**src/rtl/multicycle_datapath.sv**
```systemverilog
// multicycle_datapath
//   Multi-cycle MIPS-subset core: LW, SW, ADDI, BEQ, J, R-type ADD/SUB/AND/OR/SLT
//   and a HALT word (0xFFFFFFFF). Each instruction takes 3-5 states. Instruction
//   fetches and data accesses share one memory port with a req/ready handshake.
//
//   Optional feature: define MULTICYCLE_BNE_EN to decode BNE (opcode 0x05);
//   otherwise opcode 0x05 halts the core with illegal=1.
//
// Parameters
//   M        data/register/address width (>= 32)
//   N        register-address width (2^N registers)
//   RESET_PC PC after reset (word aligned)
//
// Ports
//   clk        clock, rising edge
//   rst        asynchronous reset, active low
//   mem_req    memory request, held until mem_ready
//   mem_we     1 = write, 0 = read (valid with mem_req)
//   mem_addr   byte address, word aligned
//   mem_wdata  store data (valid with mem_req & mem_we)
//   mem_rdata  read data, sampled when mem_req & mem_ready
//   mem_ready  transfer completes this cycle
//   pc         current PC
//   halted     core stopped (cleared only by reset)
//   illegal    halt caused by an unsupported opcode or funct
module multicycle_datapath #(
  parameter int unsigned  M        = 32,
  parameter int unsigned  N        = 5,
  parameter logic [M-1:0] RESET_PC = '0
) (
  input  logic         clk,
  input  logic         rst,
  output logic         mem_req,
  output logic         mem_we,
  output logic [M-1:0] mem_addr,
  output logic [M-1:0] mem_wdata,
  input  logic [M-1:0] mem_rdata,
  input  logic         mem_ready,
  output logic [M-1:0] pc,
  output logic         halted,
  output logic         illegal
);

  localparam int unsigned NREG = 1 << N;

  localparam logic [5:0] OP_RTYPE = 6'h00;
  localparam logic [5:0] OP_J     = 6'h02;
  localparam logic [5:0] OP_BEQ   = 6'h04;
`ifdef MULTICYCLE_BNE_EN
  localparam logic [5:0] OP_BNE   = 6'h05;
`endif
  localparam logic [5:0] OP_ADDI  = 6'h08;
  localparam logic [5:0] OP_LW    = 6'h23;
  localparam logic [5:0] OP_SW    = 6'h2B;

  localparam logic [5:0] FN_ADD = 6'h20;
  localparam logic [5:0] FN_SUB = 6'h22;
  localparam logic [5:0] FN_AND = 6'h24;
  localparam logic [5:0] FN_OR  = 6'h25;
  localparam logic [5:0] FN_SLT = 6'h2A;

  typedef enum logic [3:0] {
    S_FETCH, S_DECODE, S_MEMADR, S_MEMRD, S_MEMWR, S_MEMWB, S_EXEC,
    S_ALUWB, S_ADDIEX, S_ADDIWB, S_BRANCH, S_JUMP, S_HALT
  } state_t;

  state_t r_state;
  state_t w_next;

  logic [M-1:0] r_pc;
  logic [31:0]  r_ir;
  logic [M-1:0] r_a;
  logic [M-1:0] r_b;
  logic [M-1:0] r_aluout;
  logic [M-1:0] r_mdr;
  logic [M-1:0] r_regs [NREG];
  logic         r_halted;
  logic         r_illegal;
  logic         r_ill_cause;
  // Keeps the memory port quiet during reset and for the first edge after it.
  logic         r_active;

  logic [5:0]   w_op;
  logic [5:0]   w_funct;
  logic [N-1:0] w_rs;
  logic [N-1:0] w_rt;
  logic [N-1:0] w_rd;
  logic [M-1:0] w_sext;
  logic [M-1:0] w_rd_rs;
  logic [M-1:0] w_rd_rt;
  logic [M-1:0] w_br_target;
  logic [M-1:0] w_j_target;
  logic         w_br_taken;
  logic         w_is_halt;
  logic [M-1:0] w_alu;
  logic         w_funct_ok;
  logic         w_to_illegal;

  logic         w_req;
  logic         w_we;
  logic [M-1:0] w_addr;
  logic [M-1:0] w_wdata;
  logic         w_rf_we;
  logic [N-1:0] w_rf_waddr;
  logic [M-1:0] w_rf_wdata;

  logic         w_unused;

  // Instruction fields and derived operands
  assign w_op        = r_ir[31:26];
  assign w_funct     = r_ir[5:0];
  assign w_rs        = r_ir[21 +: N];
  assign w_rt        = r_ir[16 +: N];
  assign w_rd        = r_ir[11 +: N];
  assign w_sext      = {{(M-16){r_ir[15]}}, r_ir[15:0]};
  assign w_rd_rs     = (w_rs == '0) ? '0 : r_regs[w_rs];
  assign w_rd_rt     = (w_rt == '0) ? '0 : r_regs[w_rt];
  // r_pc already holds PC+4 once FETCH completes.
  assign w_br_target = r_pc + {w_sext[M-3:0], 2'b00};
  assign w_j_target  = {r_pc[M-1:28], r_ir[25:0], 2'b00};
  assign w_is_halt   = (r_ir == 32'hFFFF_FFFF);

`ifdef MULTICYCLE_BNE_EN
  assign w_br_taken = (w_op == OP_BNE) ? (r_a != r_b) : (r_a == r_b);
`else
  assign w_br_taken = (r_a == r_b);
`endif

  always_comb begin
    w_alu      = '0;
    w_funct_ok = 1'b1;
    case (w_funct)
      FN_ADD:  w_alu = r_a + r_b;
      FN_SUB:  w_alu = r_a - r_b;
      FN_AND:  w_alu = r_a & r_b;
      FN_OR:   w_alu = r_a | r_b;
      FN_SLT:  w_alu = {{(M-1){1'b0}}, ($signed(r_a) < $signed(r_b))};
      default: w_funct_ok = 1'b0;
    endcase
  end

  // FSM: state register
  always_ff @(posedge clk or negedge rst) begin
    if (!rst) r_state <= S_FETCH;
    else      r_state <= w_next;
  end

  // FSM: next state
  always_comb begin
    w_next       = r_state;
    w_to_illegal = 1'b0;
    case (r_state)
      S_FETCH:  if (w_req && mem_ready) w_next = S_DECODE;
      S_DECODE: begin
        if (w_is_halt) begin
          w_next = S_HALT;
        end else begin
          case (w_op)
            OP_LW, OP_SW: w_next = S_MEMADR;
            OP_RTYPE:     w_next = S_EXEC;
            OP_ADDI:      w_next = S_ADDIEX;
            OP_BEQ:       w_next = S_BRANCH;
`ifdef MULTICYCLE_BNE_EN
            OP_BNE:       w_next = S_BRANCH;
`endif
            OP_J:         w_next = S_JUMP;
            default: begin
              w_next       = S_HALT;
              w_to_illegal = 1'b1;
            end
          endcase
        end
      end
      S_MEMADR: w_next = (w_op == OP_LW) ? S_MEMRD : S_MEMWR;
      S_MEMRD:  if (w_req && mem_ready) w_next = S_MEMWB;
      S_MEMWR:  if (w_req && mem_ready) w_next = S_FETCH;
      S_MEMWB:  w_next = S_FETCH;
      S_EXEC: begin
        if (w_funct_ok) begin
          w_next = S_ALUWB;
        end else begin
          w_next       = S_HALT;
          w_to_illegal = 1'b1;
        end
      end
      S_ALUWB:  w_next = S_FETCH;
      S_ADDIEX: w_next = S_ADDIWB;
      S_ADDIWB: w_next = S_FETCH;
      S_BRANCH: w_next = S_FETCH;
      S_JUMP:   w_next = S_FETCH;
      S_HALT:   w_next = S_HALT;
      default:  w_next = S_FETCH;
    endcase
  end

  // FSM: outputs (memory port and register-file write port)
  always_comb begin
    w_req      = 1'b0;
    w_we       = 1'b0;
    w_addr     = '0;
    w_wdata    = '0;
    w_rf_we    = 1'b0;
    w_rf_waddr = '0;
    w_rf_wdata = '0;
    case (r_state)
      S_FETCH: begin
        w_req  = r_active;
        w_addr = r_active ? r_pc : '0;
      end
      S_MEMRD: begin
        w_req  = 1'b1;
        w_addr = r_aluout;
      end
      S_MEMWR: begin
        w_req   = 1'b1;
        w_we    = 1'b1;
        w_addr  = r_aluout;
        w_wdata = r_b;
      end
      S_MEMWB: begin
        w_rf_we    = 1'b1;
        w_rf_waddr = w_rt;
        w_rf_wdata = r_mdr;
      end
      S_ALUWB: begin
        w_rf_we    = 1'b1;
        w_rf_waddr = w_rd;
        w_rf_wdata = r_aluout;
      end
      S_ADDIWB: begin
        w_rf_we    = 1'b1;
        w_rf_waddr = w_rt;
        w_rf_wdata = r_aluout;
      end
      default: ;
    endcase
  end

  assign mem_req   = w_req;
  assign mem_we    = w_we;
  assign mem_addr  = {w_addr[M-1:2], 2'b00};
  assign mem_wdata = w_wdata;
  assign pc        = r_pc;
  assign halted    = r_halted;
  assign illegal   = r_illegal;

  // Datapath registers
  always_ff @(posedge clk or negedge rst) begin
    if (!rst) begin
      r_pc        <= RESET_PC;
      r_ir        <= '0;
      r_a         <= '0;
      r_b         <= '0;
      r_aluout    <= '0;
      r_mdr       <= '0;
      r_halted    <= 1'b0;
      r_illegal   <= 1'b0;
      r_ill_cause <= 1'b0;
      r_active    <= 1'b0;
    end else begin
      r_active <= 1'b1;
      if (w_to_illegal) r_ill_cause <= 1'b1;
      case (r_state)
        S_FETCH: begin
          if (w_req && mem_ready) begin
            r_ir <= mem_rdata[31:0];
            r_pc <= r_pc + M'(4);
          end
        end
        S_DECODE: begin
          r_a <= w_rd_rs;
          r_b <= w_rd_rt;
        end
        S_MEMADR: r_aluout <= r_a + w_sext;
        S_MEMRD:  if (w_req && mem_ready) r_mdr <= mem_rdata;
        S_EXEC:   r_aluout <= w_alu;
        S_ADDIEX: r_aluout <= r_a + w_sext;
        S_BRANCH: if (w_br_taken) r_pc <= w_br_target;
        S_JUMP:   r_pc <= w_j_target;
        S_HALT: begin
          // Flags follow the HALT state by one cycle.
          r_halted  <= 1'b1;
          r_illegal <= r_ill_cause;
        end
        default: ;
      endcase
    end
  end

  // Register file; register 0 is never written
  always_ff @(posedge clk or negedge rst) begin
    if (!rst) begin
      for (int unsigned i = 0; i < NREG; i++) r_regs[i] <= '0;
    end else if (w_rf_we && (w_rf_waddr != '0)) begin
      r_regs[w_rf_waddr] <= w_rf_wdata;
    end
  end

  // Shamt and the alignment bits of addresses are intentionally ignored.
  assign w_unused = ^{r_ir, w_addr[1:0]};

endmodule

```
**config.mk**
```make
export PLATFORM = sky130hd
export DESIGN_NAME = multicycle_datapath
export DESIGN_NICKNAME = d
export VERILOG_FILES = /design/src/rtl/multicycle_datapath.sv
export SDC_FILE = /design/constraint.sdc
export NUM_CORES = 2
export LEC_CHECK = 0
export ABC_AREA = 0
export CAP_MARGIN = 20
export CELL_PAD_IN_SITES_DETAIL_PLACEMENT = 0
export CELL_PAD_IN_SITES_GLOBAL_PLACEMENT = 1
export CORE_MARGIN = 5
export CORE_UTILIZATION = 51
export DETAILED_ROUTE_END_ITERATION = 8
export PLACE_DENSITY = 0.84
export SYNTH_ARGS = -nofsm -noshare
export SYNTH_HDL_FRONTEND = slang
export SYNTH_SLANG_ARGS = --single-unit
export TNS_END_PERCENT = 50
```
**constraint.sdc**
```tcl
create_clock -name clk -period 5 [get_ports clk]
set_input_delay 1.25 -clock clk [delete_from_list [all_inputs] [get_ports clk]]
set_output_delay 1.25 -clock clk [all_outputs]
set_load 0.005 [all_outputs]
```
# Word level (Yosys, flattened, before mapping)
# Cells that the tools add are included.
classes:
  n_addsub: 5
  multipliers: 0
  div_mod_pow: 0
  order_cmp: 5
  eq_ne: 28
  n_shift: 0
  muxes: 37
  bitwise_logic: 6
  n_reduce_logical: 24
ops:
  columns: ["cell", "count"]
  rows:
  - ["$bwmux W1024", 1]
  - ["$mux W32", 11]
  - ["$bmux W32 S5", 2]
  - ["$pmux W32 S2", 3]
  - ["$demux W32 S5", 1]
  - ["$pmux W32 S5", 1]
  - ["$add A32 B32 Y32", 3]
  - ["$pmux W32 S3", 1]
  - ["$eq A6 B6 Y1 const B", 7]
  - ["$add A32 B3 Y32 const B", 1]
  - ["$and A32 B32 Y32", 1]
  - ["$eq A32 B32 Y1", 1]
  - ["$eq A32 B32 Y1 const B", 1]
  - ["$lt A32 B32 Y1", 1]
  - ["$or A32 B32 Y32", 1]
  - ["$pmux W4 S8", 1]
  - ["$sub A32 B32 Y32", 1]
  - ["$eq A4 B4 Y1 const B", 5]
  - ["$mux W4", 5]
  - ["$pmux W4 S5", 1]
  - ["$ge A6 B6 Y1 const B", 3]
  - ["$not A5 Y6", 3]
  - ["$eq A4 B3 Y1 const B", 4]
  - ["$logic_not A5 Y1", 2]
  - ["25 further kinds", 44]
totals:
  reg_bits: 1224
  latch_bits: 0
  ramBits: 0
  mem_bits_ro: 0
  inputBits: 35
  out_inout_bits: 100
  wordCells: 149
  mem_count: 0

# Depth between registers and ports, before layout
depth:
  depth_word: 9
  ltp_mapped: 17
  mapped_depth_nobuf: 16

# Least setup slack after synthesis
# Ideal clock, no wire load.
synth_path:
  path_type: "reg2reg"
  startpoint: "reg r_state[0]"
  endpoint: "reg r_pc[24], in the netlist pc[24]"
  setup_time_ns: 0.083
  arrival_time_ns: 3.712
  required_ns: 4.917
  slack_ns: 1.206
  stages_incl_launch_ff: 18
  n_path_buf: 2
  synth_period_minus_slack_ns: 3.794
  cell_sequence: "dfrtp_1 > clkbuf_1 > nand2b_1 > nor2_1 > clkbuf_1 > nand2_1 > ha_1 > fa_1 > a21o_1 > a21oi_1 > o211ai_1 > a31oi_1 > o221a_2 > o21ai_0 > o21a_1 > o21a_1 > o31a_1 > o21ai_0"
synth_via:
  elab_chain_cells: 6
  elab_cells_between_ends: 13
  cone_classes: "eq/ne (6); mux (2); reduce/logical (5)"
synth_rtl:
  columns: ["element", "line_no", "text"]
  rows:
  - ["from (decl)", "67", "state_t r_state;"]
  - ["from (signal assigned)", "145", "else r_state <= w_next;"]
  - ["$eq A4 B2 Y1 or $eq A4 B3 Y1 (tied branches)", "205", "case (r_state)"]
  - ["$reduce_or A2 Y1 (no line)", null, null]
  - ["$pmux W1 S2", "205", null]
  - ["$logic_and A1 B1 Y1", "265", "if (w_req && mem_ready) begin"]
  - ["$ne A2 B2 Y1 (no line)", null, null]
  - ["$reduce_and A3 Y1 (no line)", null, null]
  - ["to (signal assigned)", "267", "r_pc <= r_pc + M'(4);"]
  - ["to (signal assigned)", "278", "S_BRANCH: if (w_br_taken) r_pc <= w_br_target;"]
  - ["to (signal assigned)", "279", "S_JUMP: r_pc <= w_j_target;"]
  - ["to (decl)", "70", "logic [M-1:0] r_pc;"]
# Parallel ways exist; a longest one is shown, timed or not.
# A chain may end at the register's enable or synchronous reset.

# Worst setup path in the final report
layout_path:
  startpoint: "reg r_state[0]"
  endpoint: "out mem_addr[28]"
layout_via:
  elab_chain_cells: 3
  elab_cells_between_ends: 5
  cone_classes: "eq/ne (2); mux (1); reduce/logical (2)"
layout_rtl:
  columns: ["element", "line_no", "text"]
  rows:
  - ["$eq A4 B2 Y1 or $eq A4 B3 Y1 (tied branches)", "205", null]
  - ["$reduce_or A2 Y1 (no line)", null, null]
  - ["$pmux W32 S2 (*)", "205", null]
  - ["to (decl)", "35", "output logic [M-1:0] mem_addr,"]
# Every way passes the cells marked *; elsewhere a longest branch is shown, timed or not.

==> metrics.md <==
| Metric | Value |
|---|---|
| Status | `finished, final reports clean` |
| #FFs+latches synth | `about 1200` |
| Wire length per cell | `29.76 µm` |
| Synth warn | `0` |
| Total grt overflow | `0` |
| Rows | `around 130` |
| Port Buf Inserts | `130` |
| Share of power burned in registers | `0.339` |
| Seq/Total Area, Yosys | `0.4456` |
| Crit-path max FO | `27` |
| Worst hold path class | `flip-flop to flip-flop` |
| Largest net degree at the start of global routing | `roughly 130` |
| Post-route ant nets | `0` |
| Hold_buf cts | `0` |
| Pint | `about 24 mW` |
| Setup violations, final | `0` |
| Die height | `about 380 µm` |
| Min Tclk post-route | `between 4 and 5 ns` |
| Yosys top cell area share | `0.4456` |
| Count leader, synth | `dfrtp_1` |
| Reg clk slew, reported paths | `roughly 0.060 ns` |
| Clk pwr share | `0.243` |
| Layout cell share with drive strength beyond 1 | `0.1809` |
| Post-synthesis async set-or-reset flop share | `1.000` |
| Primary FF master, synth | `dfrtp_1` |
| Power density over the cells | `around 540 nW/µm²` |
| Total CTS buffers | `about 140` |
| Number of fill cells in the layout | `approximately 11000` |
| Cell Area, Synth | `between 60000 and 70000 µm²` |
| IO Pins | `around 140` |
| Rel. slew slack | `0.1095` |
| CTS Buffer Depth | `3` |
| Synth top cells by count | `dfrtp_1 (1222), a21oi_1 (959), nor2_1 (945)` |
| Vias per cell | `6.671` |
| Fin. max-slew vios | `0` |
| Clk_skew | `about 0.037 ns` |
| Top cells by area, synth | `dfrtp_1 (45%), mux4_2 (17%), a21oi_1 (7.0%), nor2_1 (5.2%), ha_1 (3.1%)` |
| Kind of critical path | `flip-flop to output port` |
| Syn Inst Count | `~6600` |
| Total track usage | `0.3448` |
| Routed via count | `between 50000 and 60000` |
| First-pass GRT wire length | `~360000 µm` |
| HPWL after detailed placement | `roughly 160000 µm` |
| Number of synthesized flops with an enable pin | `0` |
| Final Wtd Congestion | `0.9930` |
| DRT iter0 DRCs | `6458` |
| Switching power | `approximately 17 mW` |
| Final Hold Viols | `0` |
| Library cells used by synthesis | `94` |
| Number of global-route vias before repair | `approximately 54000` |
| Tightest Pin Transition | `1.336 ns` |
| Setup bufs post-CTS | `0` |
| Placed Cells | `about 8000` |
| Core area | `between 100000 and 150000 µm²` |
| Worst vdd ir | `370.9 µV` |
| Skew-Pair Late Insertion Delay | `roughly 0.80 ns` |
| Pre-antenna DRT Iters | `6` |
| Die Span X | `376.8 µm` |
| Fin nets | `6607` |
| Max-cap violation count | `0` |
| Initial antenna violation count | `11` |
| CTS Root Cell | `clkbuf_16` |
| Syn_area_per_cell | `roughly 10 µm²` |
| Lkg Pwr | `between 30 and 40 nW` |
| Fin crit share | `0.9476` |
| Fin cells | `8276` |
| WL final | `approximately 250000 µm` |
| Switching part of the total | `0.4166` |
| Data arrival time of the critical path | `~3.5 ns` |
| Worst Setup End Kind | `output port` |
| Post-CTS Resized | `0` |
| TritonCTS clock tree | `done` |
| Clk sinks | `around 1200` |
| Initial Utilization | `0.5135` |
| Unrepaired setup endpoints after global routing | `false` |
| CP required | `3.75 ns` |
| DRC viols | `0` |
| Largest area contributor in the netlist | `dfrtp_1` |
| Fmax | `approximately 0.21 GHz` |
| Comb power frac | `0.418` |
| Post-Route Setup TNS | `0 ns` |
| Worst setup SP type | `flip-flop` |
| Area growth syn-to-layout | `11.76%` |
| Full die area | `142000 µm²` |
| Hold Slack | `approximately 0.4 ns` |
| CTS H-tree lvls | `4` |
==> stage by stage <==
| stage | total power, mW | worst slack (ns) | cell area [µm²] | util |
|---|---|---|---|---|
| final | 41.40 | 0.2618 | 76690 | 0.5739 |
| after global routing | 43.00 | 0.1049 | 76670 | 0.5738 |
| after CTS | 41.12 | 0.2622 | 76670 | 0.5738 |
| after detailed placement | 31.02 | 0.7833 | 72250 | 0.5407 |
| after global placement | 30.84 | 0.7706 | 72250 | 0.5407 |
| after floorplan | 24.50 | 1.206 | 68630 | - |
==> placed cells by master, fill, tap and decap left out, drive strengths merged, types with 17 or more instances in the layout <==
cell           count
mux2             129
a21oi            961
o211ai            20
clkdlybuf4s50    129
a22o              49
nor4              49
a211oi            21
mux2i            148
inv              122
xor2              25
dfrtp           1222
buf              206
o21ai            450
clkinv            24
nand3             33
and2              19
a221oi            53
nor2b             17
nand2b            26
xnor2             48
clkbuf           207
nand2            448
a31oi             19
o21a              20
nor2             947
ha               171
o221ai            30
mux4             510
o31ai             18
a21o              48
a22oi             41
o22ai             76
nor3              42
o21bai            25
==> area by class of cell <==
| type | instances | area, µm² | share of cell area |
|---|---|---|---|
| multi-input cells | 4586 | 35480 | 0.4626 |
| repair buffers | 336 | 3506 | 0.04571 |
| inverters | 116 | 435.4 | 0.005677 |
| clock inverters | 35 | 307.8 | 0.004013 |
| well taps | 1768 | 2212 | 0.02884 |
| clock buffers | 206 | 4114 | 0.05364 |
| diodes | 7 | 17.52 | 0.0002284 |
| flip-flops and latches | 1222 | 30620 | 0.3993 |
==> flip-flops by register name, indices dropped and copies added, names as in the netlist <==
register / count
illegal: 1
r_state: 4
r_a: 32
r_aluout: 32
r_ill_cause: 1
r_active: 1
halted: 1
r_regs: 1024
r_b: 32
r_ir: 32
pc: 30
r_mdr: 32
==> kinds of logic after synthesis <==
kind of cell | after synthesis | synth area share
fa+ha+maj | 176 | 0.03249
flops | 1222 | 0.4456
xor+xnor | 73 | 0.009317
compound gates | 1900 | 0.1593
other cells | 2 | 0.0001094
mux | 787 | 0.2101
simple gates | 1645 | 0.09848
buf+inv | 749 | 0.04458
==> final timing paths <==
path | from | endpoint | slack (ns) | cells past startpoint
max | r_state[0] | mem_addr[28] | 0.26 | 7
min | r_regs[1017] | r_regs[1017] | 0.40 | 0
max reg2reg | r_state[2] | pc[31] | 0.69 | 16
min reg2reg | r_regs[1017] | r_regs[1017] | 0.40 | 0
max in group asynchronous | rst | r_regs[128] | 3.15 | 2
min in group asynchronous | rst | r_regs[895] | 0.53 | 1
==> critical path: stages, from the launching register on <==
cell             delay [ns]
dfrtp_2                0.41
buf_4                  0.22
nor2_1                 0.40
nand2_1                0.15
a21oi_2                0.50
buf_12                 0.25
a22o_1                 0.23
clkdlybuf4s50_1        0.52
==> per-layer routing <==
layer  global-route usage  vias to the layer above  wire length (µm)
met5                    0                        -                23
li1                     -                    23551                 -
met3              0.07954                      713             24500
met1               0.4641                    27865             95450
met4               0.1922                        4             16100
met2               0.5216                     3074            110200
==> power groups by stage <==
stage                     sequential (mW)  combinational, mW  clock (mW)
after floorplan                      12.5               12.0           0
after global placement               14.0               16.9           0
after detailed placement             14.1               17.0           0
after CTS                            13.9               17.0        10.2
after global routing                 14.1               18.3        10.6
final                                14.0               17.3        10.1
Power figures use the tool's default switching activity.
